===== src/rtl/pipelined_cla_adder_if.sv =====
// Operand/result handshake bundle for pipelined_cla_adder.
// master drives operands and out_ready; slave is the adder's view.
interface pipelined_cla_adder_if #(
    parameter int WIDTH = 16
);
    logic             in_valid;
    logic             in_ready;
    logic [WIDTH-1:0] A;
    logic [WIDTH-1:0] B;
    logic             cIn;
    logic             sub;
    logic             out_valid;
    logic             out_ready;
    logic [WIDTH-1:0] sum;
    logic             cOut;
    logic             ovf;

    modport master (
        output in_valid, A, B, cIn, sub, out_ready,
        input  in_ready, out_valid, sum, cOut, ovf
    );

    modport slave (
        input  in_valid, A, B, cIn, sub, out_ready,
        output in_ready, out_valid, sum, cOut, ovf
    );
endinterface


===== src/rtl/pipelined_cla_adder.sv =====
// Two-stage carry-lookahead adder/subtractor with valid/ready flow control.
// Define CLA_OVERFLOW_FLAG_EN to build the registered two's-complement overflow flag.
module pipelined_cla_adder #(
    parameter int WIDTH = 16
) (
    input  logic                   clk,
    input  logic                   rst,
    pipelined_cla_adder_if.slave   bus
);
    localparam int NG = WIDTH / 4;

    logic             s1Valid_q;
    logic [WIDTH-1:0] g_q;
    logic [WIDTH-1:0] p_q;
    logic             c0_q;
    logic             s2Valid_q;
    logic [WIDTH-1:0] sum_q;
    logic             cOut_q;

    logic             s2CanLoad;
    logic             s1CanLoad;
    logic             inFire;
    logic [WIDTH-1:0] bEff_d;

    logic [NG-1:0]    groupG;
    logic [NG-1:0]    groupP;
    logic [NG:0]      groupC;
    logic [WIDTH-1:0] carry;
    logic [WIDTH-1:0] sum_d;
    logic             term;
    logic             acc;

    // A stage may load when empty or when its occupant leaves this same cycle.
    assign s2CanLoad    = !s2Valid_q || bus.out_ready;
    assign s1CanLoad    = !s1Valid_q || s2CanLoad;
    assign bus.in_ready = !rst && s1CanLoad;
    assign inFire       = bus.in_valid && bus.in_ready;
    assign bEff_d       = bus.B ^ {WIDTH{bus.sub}};

    always_ff @(posedge clk or posedge rst) begin
        if (rst) begin
            s1Valid_q <= 1'b0;
            g_q       <= '0;
            p_q       <= '0;
            c0_q      <= 1'b0;
        end else if (inFire) begin
            s1Valid_q <= 1'b1;
            g_q       <= bus.A & bEff_d;
            p_q       <= bus.A ^ bEff_d;
            c0_q      <= bus.sub | bus.cIn;
        end else if (s2CanLoad) begin
            s1Valid_q <= 1'b0;
        end
    end

    // Every carry is a flat sum of products of G/P terms, both across groups and within a group.
    always_comb begin
        groupG = '0;
        groupP = '0;
        groupC = '0;
        carry  = '0;
        term   = 1'b0;
        acc    = 1'b0;
        for (int g = 0; g < NG; g++) begin
            groupP[g] = &p_q[4*g +: 4];
            groupG[g] = g_q[4*g+3]
                      | (p_q[4*g+3] & g_q[4*g+2])
                      | (p_q[4*g+3] & p_q[4*g+2] & g_q[4*g+1])
                      | (p_q[4*g+3] & p_q[4*g+2] & p_q[4*g+1] & g_q[4*g]);
        end
        groupC[0] = c0_q;
        for (int k = 0; k < NG; k++) begin
            acc = c0_q;
            for (int m = 0; m <= k; m++) acc = acc & groupP[m];
            for (int j = 0; j <= k; j++) begin
                term = groupG[j];
                for (int m = j + 1; m <= k; m++) term = term & groupP[m];
                acc = acc | term;
            end
            groupC[k+1] = acc;
        end
        for (int g = 0; g < NG; g++) begin
            for (int i = 0; i < 4; i++) begin
                acc = groupC[g];
                for (int m = 0; m < i; m++) acc = acc & p_q[4*g+m];
                for (int j = 0; j < i; j++) begin
                    term = g_q[4*g+j];
                    for (int m = j + 1; m < i; m++) term = term & p_q[4*g+m];
                    acc = acc | term;
                end
                carry[4*g+i] = acc;
            end
        end
        sum_d = p_q ^ carry;
    end

    always_ff @(posedge clk or posedge rst) begin
        if (rst) begin
            s2Valid_q <= 1'b0;
            sum_q     <= '0;
            cOut_q    <= 1'b0;
        end else if (s2CanLoad) begin
            s2Valid_q <= s1Valid_q;
            if (s1Valid_q) begin
                sum_q  <= sum_d;
                cOut_q <= groupC[NG];
            end
        end
    end

`ifdef CLA_OVERFLOW_FLAG_EN
    logic ovf_q;

    always_ff @(posedge clk or posedge rst) begin
        if (rst) begin
            ovf_q <= 1'b0;
        end else if (s2CanLoad && s1Valid_q) begin
            ovf_q <= carry[WIDTH-1] ^ groupC[NG];
        end
    end

    assign bus.ovf = ovf_q;
`else
    assign bus.ovf = 1'b0;
`endif

    assign bus.out_valid = s2Valid_q;
    assign bus.sum       = sum_q;
    assign bus.cOut      = cOut_q;
endmodule


===== src/flat_wrapper.sv =====
// flat-port wrapper written by rule: the top's interface ports become plain ports
module pipelined_cla_adder_flat 
#(
    parameter int WIDTH = 16
)
  (clk, rst, bus_in_valid, bus_A, bus_B, bus_cIn, bus_sub, bus_out_ready, bus_in_ready, bus_out_valid, bus_sum, bus_cOut, bus_ovf);
  pipelined_cla_adder_if #(.WIDTH(WIDTH)) bus_i ();
  input  logic clk;
  input  logic rst;
  input wire logic [$bits(bus_i.in_valid)-1:0] bus_in_valid;
  input wire logic [$bits(bus_i.A)-1:0] bus_A;
  input wire logic [$bits(bus_i.B)-1:0] bus_B;
  input wire logic [$bits(bus_i.cIn)-1:0] bus_cIn;
  input wire logic [$bits(bus_i.sub)-1:0] bus_sub;
  input wire logic [$bits(bus_i.out_ready)-1:0] bus_out_ready;
  output wire logic [$bits(bus_i.in_ready)-1:0] bus_in_ready;
  output wire logic [$bits(bus_i.out_valid)-1:0] bus_out_valid;
  output wire logic [$bits(bus_i.sum)-1:0] bus_sum;
  output wire logic [$bits(bus_i.cOut)-1:0] bus_cOut;
  output wire logic [$bits(bus_i.ovf)-1:0] bus_ovf;
  assign bus_i.in_valid = bus_in_valid;
  assign bus_i.A = bus_A;
  assign bus_i.B = bus_B;
  assign bus_i.cIn = bus_cIn;
  assign bus_i.sub = bus_sub;
  assign bus_i.out_ready = bus_out_ready;
  assign bus_in_ready = bus_i.in_ready;
  assign bus_out_valid = bus_i.out_valid;
  assign bus_sum = bus_i.sum;
  assign bus_cOut = bus_i.cOut;
  assign bus_ovf = bus_i.ovf;
  pipelined_cla_adder #(.WIDTH(WIDTH)) u_core (.clk(clk), .rst(rst), .bus(bus_i));
endmodule

===== config.mk =====
export PLATFORM = sky130hd
export DESIGN_NAME = pipelined_cla_adder_flat
export DESIGN_NICKNAME = d
export VERILOG_FILES = /design/src/rtl/pipelined_cla_adder_if.sv /design/src/rtl/pipelined_cla_adder.sv /design/src/flat_wrapper.sv
export SDC_FILE = /design/constraint.sdc
export NUM_CORES = 1
export LEC_CHECK = 0
export CAP_MARGIN = 20
export CORE_ASPECT_RATIO = 2
export CORE_MARGIN = 4
export CORE_UTILIZATION = 51
export CTS_CLUSTER_SIZE = 12
export DETAILED_ROUTE_END_ITERATION = 16
export PLACE_DENSITY_LB_ADDON = 0.3
export SLEW_MARGIN = 20
export SYNTH_ARGS = -nofsm -noshare
export SYNTH_HDL_FRONTEND = slang
export SYNTH_SLANG_ARGS = --single-unit
export TNS_END_PERCENT = 100

===== constraint.sdc =====
create_clock -name clk -period 3.9 [get_ports clk]
set_clock_uncertainty 0.2 [all_clocks]
set_input_delay 0.975 -clock clk [delete_from_list [all_inputs] [get_ports clk]]
set_output_delay 0.975 -clock clk [all_outputs]
set_load 0.01 [all_outputs]

# Word level (Yosys, flattened, before mapping)
# Index checks and enable logic that the tools add are counted.
[word_totals]
output_inout_bits = 20
regBits = 52
in_bits = 38
[op_classes]
mux = 2
reduce_logical = 13
bitwise_logic = 105
[op_table]
columns = ["operator", "n"]
rows = [
  ["$and 1x1->1", 54],
  ["$xor 16x16->16", 3],
  ["$or 1x1->1", 47],
  ["$and 16x16->16", 1],
  ["$reduce_and 4->1", 4],
  ["$logic_not 1->1", 3],
  ["$logic_and 1x1->1", 2],
  ["$logic_or 1x1->1", 2],
  ["$mux 1", 2],
  ["$reduce_and 2->1", 1],
  ["$reduce_bool 2->1", 1],
]

# Depth between registers and ports, before layout
# Gate-level depths: netlist of the first run.
[depth]
word_depth = 16
depth_mapped = 9
depth_no_buf = 9

# Least setup slack after synthesis of the first run
# No wires, ideal clock.
[synth_timing]
kind = "input-to-output"
startpoint = "in rst"
endpoint = "out bus_in_ready"
stages = 2
t_required_ns = 2.725
t_arrival_ns = 2.434
path_slack_ns = 0.291
path_cell_list = "inv_1 -> and2_1"
[synth_via]
elab_chain_len = 2
[synth_lines]
columns = ["element", "line_no", "text"]
rows = [
  ["from (decl)", "flat_wrapper.sv:9", "input logic rst;"],
  ["$logic_not 1->1", "pipelined_cla_adder.sv:36", "assign bus.in_ready = !rst && s1CanLoad;"],
  ["$logic_and 1x1->1", "pipelined_cla_adder.sv:36", ""],
  ["to (decl)", "flat_wrapper.sv:16", "output wire logic [$bits(bus_i.in_ready)-1:0] bus_in_ready;"],
]
# Every way passes these cells.

# Worst setup path in the final report of the first run
[layout_timing]
startpoint = "in bus_out_ready"
endpoint = "out bus_in_ready"
[layout_via]
elab_chain_len = 3
[layout_lines]
columns = ["element", "line_no", "text"]
rows = [
  ["from (decl)", "flat_wrapper.sv:15", "input wire logic [$bits(bus_i.out_ready)-1:0] bus_out_ready;"],
  ["$logic_or 1x1->1", "pipelined_cla_adder.sv:34", "assign s2CanLoad = !s2Valid_q || bus.out_ready;"],
  ["$logic_or 1x1->1", "pipelined_cla_adder.sv:35", "assign s1CanLoad = !s1Valid_q || s2CanLoad;"],
  ["$logic_and 1x1->1", "pipelined_cla_adder.sv:36", ""],
]
# Every way passes these cells.

==> results of run 1 <==
==> cell usage after synthesis (2+ instances only) <==
library cell,count
o21ai_0,9
o21ai_1,2
ha_1,20
xor2_1,16
dfrtp_1,52
a21oi_1,6
and2_1,2
buf_2,4
o31ai_1,4
a211o_1,4
o21a_1,4
nor3_1,4
mux2_4,27
buf_6,3
mux2_2,5
nand2_1,34
or3_1,4
nand4_1,5
buf_4,2
nand2b_1,2
inv_1,7
nand3_1,8
nor2_1,6
==> path summary, 6_finish.rpt <==
path,start,endpoint,slack [ns],cells past startpoint
worst max-delay path,bus_out_ready,bus_in_ready,0.44,4
min in group asynchronous,rst,u_core.bus.out_valid,1.09,3
worst min register to register,u_core.bus.sum[10],u_core.bus.sum[10],0.28,2
max in group asynchronous,rst,u_core.bus.sum[1],1.98,3
worst max register to register,u_core.p_q[5],u_core.bus.sum[15],1.37,9
worst min-delay path,u_core.bus.sum[10],u_core.bus.sum[10],0.28,2
==> metal layers <==
layer  GRT usage (%)  part of all wire, %
met2            33.1                   58
met5               0                    0
met1            20.4                   37
met4            4.92                  1.1
met3            2.40                  4.5
==> sequential cells by signal (all words and copies together) (netlist names) <==
register	flops
u_core.s1Valid_q	1
u_core.g_q	16
u_core.bus.sum	16
u_core.c0_q	1
u_core.p_q	16
u_core.bus.cOut	1
u_core.bus.out_valid	1
==> critical path: cells and delay by family <==
family                 cells  cell delay [ns]
AND/OR/NAND/NOR            2             0.43
buffers and inverters      2             0.88
==> where the power goes <==
part | internal [mW] | switching, mW | leakage, nW
sequential | 0.692 | 0.128 | 0.640
combinational | 0.371 | 0.262 | 0.984
clock | 0.191 | 0.170 | 0.0552
total | 1.25 | 0.560 | 1.68
==> cells in the final DEF, fill, tap and decap left out, types with 2 or more instances in the layout <==
| cell type | n |
|---|---|
| a211o_1 | 4 |
| xor2_1 | 16 |
| nand2_1 | 34 |
| o31ai_1 | 4 |
| nor3_1 | 4 |
| inv_1 | 6 |
| mux2_2 | 5 |
| a21oi_1 | 6 |
| nand3_1 | 8 |
| nand2b_1 | 2 |
| o21a_1 | 4 |
| and2_1 | 2 |
| clkbuf_8 | 5 |
| buf_4 | 3 |
| o21ai_1 | 2 |
| ha_1 | 20 |
| dfrtp_1 | 52 |
| clkdlybuf4s50_1 | 56 |
| or3_1 | 4 |
| nor2_1 | 6 |
| o21ai_0 | 9 |
| nand4_1 | 5 |
| mux2_4 | 27 |
==> layout make-up <==
| type | instances | area (µm²) |
|---|---|---|
| clock buffers | 6 | 72.6 |
| clock inverters | 2 | 35.0 |
| fillers | 469 | 1900 |
| inverters | 7 | 26.3 |
| multi-input cells | 173 | 1430 |
| flip-flops and latches | 52 | 1300 |
| well taps | 60 | 75.1 |
| repair buffers | 59 | 583 |
==> metrics by stage <==
step	utilization, %	area, µm²
detailed placement	62.9	3410
global placement	62.9	3410
CTS	64.9	3520
global route	64.9	3520
floorplan	-	2820
finish	64.9	3520
==> cells by family after synthesis <==
group	after synthesis
other	1
adders and majority gates	20
muxes	32
buffers and inverters	16
DFF	52
and+or+nand+nor	69
AOI/OAI and AO/OA	35
xor gates and xnor gates	16
==> impl_metrics.csv, run 1 <==
group,metric,value,unit
clocking,clock-sinks,52,
clocking,h-tree-depth,2,
timing,rsz0062_at_grt,"false",
worst_setup_path,max_stage_delay,0.47,ns
synthesis,synth-async-reset-ratio,100,%
clocking,cts_tree,"yes",
worst_setup_path,cp_max_fo,3,
hold_path,holdCritPathClass,"flop to flop",
grt,grt_pass1_wl,9400,µm
run_status,status,"completed",
clocking,cts-root-buf,"clkbuf_8",
timing,finalMaxSlewViolations,0,
synthesis,yosys_warnings,0,
timing,setup_tns,0,ns
drt,final_antenna_net_count,0,
timing,slew_headroom,45.6,%
synthesis,synthAdderAreaFrac,8.87,%
drt,viasPerCell,5.55,
floorplanning,coreArea,5420,µm²
place,gp_congestion,0.766,
synthesis,synth-xor-area-share,4.97,%
synthesis,synth_top_family_by_area,"multiplexers",
finish,final_cells,359,
drt,num_vias,1993,
synthesis,synth_compound_area_share,8.25,%
synthesis,synth_cells,241,
timing,finalHoldViolCount,0,
power_and_ir_drop,finalPower,1.81,mW
finish,areaGrowthSynthToFinish,24.7,%
synthesis,yosysSeqAreaShare,46.1,%
grt,grt_max_degree,53,
drt,drtIter0Drc,62,
synthesis,ys_types,34,
synthesis,syn_area,2820,µm²
synthesis,synth_area_leaders,"dfrtp_1 (46%), mux2_4 (14%), ha_1 (8.9%)",
finish,nets,356,
clocking,clk_latency,0.29,ns
synthesis,muxShareOfSynthArea,16.4,%
synthesis,syn_nets,299,
power_and_ir_drop,p_leak,1.68,nW
worst_setup_path,crit_arrival,2.29,ns
clocking,ctsHoldBuffers,0,
grt,antenna_found_initial,0,
drt,route.detailed.drc,0,
drt,post_drt_wl_per_cell,15.9,µm
floorplanning,die_h,113,µm
clocking,cts_buffer_depth,2,
floorplanning,dieArea,6860,µm²
synthesis,yosys.area_share.simple,11.9,%
synthesis,yosysTopAreaCell,"dfrtp_1",
worst_setup_path,crit_path_start_kind,"primary input",
flow_run,maxCapViolCount,0,
floorplanning,die_w,60.6,µm
worst_setup_path,crit_path_top_delay_cell,"clkdlybuf4s50_1",
timing,max_slew.worst_pin.slew,0.814,ns
floorplanning,ios,58,
drt,first_pass_iters,4,
place,dpl.hpwl,4170,µm
grt,grt_pass1_vias,2077,
timing,fin_crit,3.46,ns
clocking,path_clk_slew,0.09,ns
floorplanning,start_util,52.1,%
worst_setup_path,worstPathCellList,"clkdlybuf4s50_1 -> nand3b_2 -> and2_1 -> clkdlybuf4s50_1",
grt,track_usage,17.9,%
finish,drive_gt1_share,15.4,%
synthesis,synth_top_area_share,46.1,%
grt,grt_remaining_overflow,0,
clocking,post_cts_resized,0,
synthesis,ys.flop_type,"dfrtp_1",
worst_setup_path,critPathMostFrequentCell,"clkdlybuf4s50_1",
clocking,cts-buffers-inserted,5,
timing,period_share,88.7,%
place,dp_cells,351,
timing,whs,0.277,ns
floorplanning,num_rows,38,
power_and_ir_drop,ir_drop,0.325,mV
place,dp_slack,0.443,ns
worst_setup_path,cp.required,2.72,ns
synthesis,avgSynthCellArea,11.7,µm²
worst_setup_path,crit_path_end_kind,"primary output",
timing,timing.fmax,289,MHz
drt,finalWirelength,5700,µm
clocking,post_cts_buffers,0,
worst_setup_path,worstSetupPathType,"primary input to primary output",
synthesis,synth_enable_flop_cells,0,
power_and_ir_drop,power_density,515,nW/µm²
timing,setup_viol,0,
finish,antenna_cells,0,
place,io_buffer_count,56,
timing,setup_slack,0.439,ns
synthesis,synth-seq-cells,52,
No activity file was read; power rests on OpenSTA's default activity.
==> run 2: changes to the inputs <==
Settings changed: CAP_MARGIN 20 to 10, CTS_CLUSTER_DIAMETER set to 40, CTS_CLUSTER_SIZE 12 to 16.
==> results of run 2 <==
The final DEF is identical to that of run 1; final timing and power are the same.
==> run 3: changes to the inputs <==
Settings changed: CORE_UTILIZATION 51 to 40.
Clock period 3.9 ns to 4.3 ns, I/O delays scaled along.
==> run 3 against run 2 <==
Effect of this change:
- utilization decreased by 13 points
- count of clock-buffer cells in the layout unchanged
- worst setup slack gained 0.18 ns
- critical path type unchanged
- critical endpoint unchanged
==> impl_metrics.csv, run 3 (synthesis gave the netlist of run 1 again) <==
group,metric,value,unit
floorplanning,num_rows,43,
worst_setup_path,worstSetupPathType,"primary input to primary output",
timing,fin_crit,3.68,ns
worst_setup_path,max_stage_delay,0.47,ns
clocking,post_cts_resized,0,
timing,timing.fmax,272,MHz
worst_setup_path,crit_path_start_kind,"primary input",
floorplanning,die_w,67.4,µm
worst_setup_path,crit_path_end_kind,"primary output",
finish,final_cell_mix,"clkdlybuf4s50_1 (56), dfrtp_1 (52), nand2_1 (34)",
drt,route.detailed.drc,0,
place,dp_slack,0.617,ns
drt,drtIter0Drc,96,
grt,grt_max_degree,54,
drt,post_drt_wl_per_cell,14.8,µm
clocking,clock-sinks,52,
timing,setup_slack,0.619,ns
grt,antenna_found_initial,0,
drt,final_antenna_net_count,0,
timing,period_share,85.6,%
timing,slew_headroom,43.8,%
clocking,post_cts_buffers,0,
clocking,clk_latency,0.29,ns
clocking,cts-root-buf,"clkbuf_16",
worst_setup_path,cp_top_family,"buffers and inverters",
grt,track_usage,15.2,%
finish,final_common_cell,"clkdlybuf4s50_1",
drt,viasPerCell,5.04,
clocking,ctsHoldBuffers,0,
run_status,status,"completed",
timing,max_slew.worst_pin.slew,0.841,ns
floorplanning,die_h,127,µm
finish,drive_gt1_share,15.4,%
floorplanning,ios,58,
worst_setup_path,critPathMostFrequentCell,"clkdlybuf4s50_1",
drt,finalWirelength,5750,µm
finish,antenna_cells,0,
finish,nets,357,
grt,grt_pass1_vias,2033,
timing,finalHoldViolCount,0,
clocking,cts_tree,"yes",
clocking,cts-buffers-inserted,5,
timing,rsz0062_at_grt,"false",
power_and_ir_drop,p_leak,1.70,nW
floorplanning,dieArea,8540,µm²
drt,num_vias,1962,
worst_setup_path,cp_max_fo,3,
power_and_ir_drop,power_density,473,nW/µm²
worst_setup_path,cp.required,3.02,ns
place,dpl.hpwl,4260,µm
clocking,cts_buffer_depth,2,
power_and_ir_drop,ir_drop,0.304,mV
drt,first_pass_iters,4,
hold_path,holdCritPathClass,"flop to flop",
clocking,path_clk_slew,0.06,ns
place,io_buffer_count,56,
worst_setup_path,crit_path_top_delay_cell,"clkdlybuf4s50_1",
floorplanning,coreArea,6890,µm²
finish,areaGrowthSynthToFinish,27.2,%
timing,finalMaxSlewViolations,0,
flow_run,maxCapViolCount,0,
clocking,h-tree-depth,2,
floorplanning,start_util,41.0,%
grt,grt_pass1_wl,9650,µm
worst_setup_path,worstPathCellList,"clkdlybuf4s50_1 -> nand3b_2 -> and2_1 -> clkdlybuf4s50_1",
worst_setup_path,crit_arrival,2.41,ns
timing,setup_viol,0,
timing,setup_tns,0,ns
place,gp_congestion,0.734,
worst_setup_path,critPathBufInv,2,
grt,grt_remaining_overflow,0,
run 3: routing by layer:
metal  global-route usage (%)  share of wire [%]
met1                     16.2                 39
met2                     27.8                 56
met3                     3.10                3.0
met4                     6.10                1.9
met5                        0                  0
run 3: worst reg2reg max path: cells and delay by family (launching register included):
kind,cells,cell delay (ns)
and+or+nand+nor,3,0.28
adders and majority gates,1,0.23
AOI/OAI and AO/OA,5,1.28
DFF,1,0.42
run 3: through the flow:
| stage | util [%] | instances | cell area (µm²) | power, mW | hold slack (ns) |
|---|---|---|---|---|---|
| after global placement | 50.2 | 382 | 3460 | 1.32 | 0.250 |
| final | 52.1 | 389 | 3590 | 1.70 | 0.261 |
| after global routing | 52.1 | 389 | 3590 | 1.81 | 0.294 |
| after CTS | 52.1 | 389 | 3590 | 1.72 | 0.269 |
| after floorplan | - | 241 | 2820 | 1.06 | 0.270 |
| after detailed placement | 50.2 | 382 | 3460 | 1.33 | 0.254 |
run 3: final cells by class:
class,count,area (µm²)
repair buffers,60,591
multi-input cells,173,1430
clock buffers,6,129
flip-flops and latches,52,1300
well taps,90,113
inverters,7,26.3
fillers,656,3300
clock inverters,1,5.00
run 3: report_power, final:
group | switching [mW] | internal (mW)
combinational | 0.234 | 0.337
clock | 0.168 | 0.212
sequential | 0.116 | 0.629
total | 0.519 | 1.18
run 3: path summary, 6_finish.rpt:
| kind | endpoint | cells past startpoint | slack, ns | from |
|---|---|---|---|---|
| min in group asynchronous | u_core.g_q[0] | 3 | 1.11 | rst |
| max | bus_in_ready | 4 | 0.62 | bus_out_ready |
| max reg2reg | u_core.bus.sum[15] | 9 | 1.78 | u_core.g_q[0] |
| min | u_core.bus.sum[2] | 2 | 0.26 | u_core.bus.sum[2] |
| min reg2reg | u_core.bus.sum[2] | 2 | 0.26 | u_core.bus.sum[2] |
| max in group asynchronous | u_core.p_q[10] | 3 | 2.34 | rst |
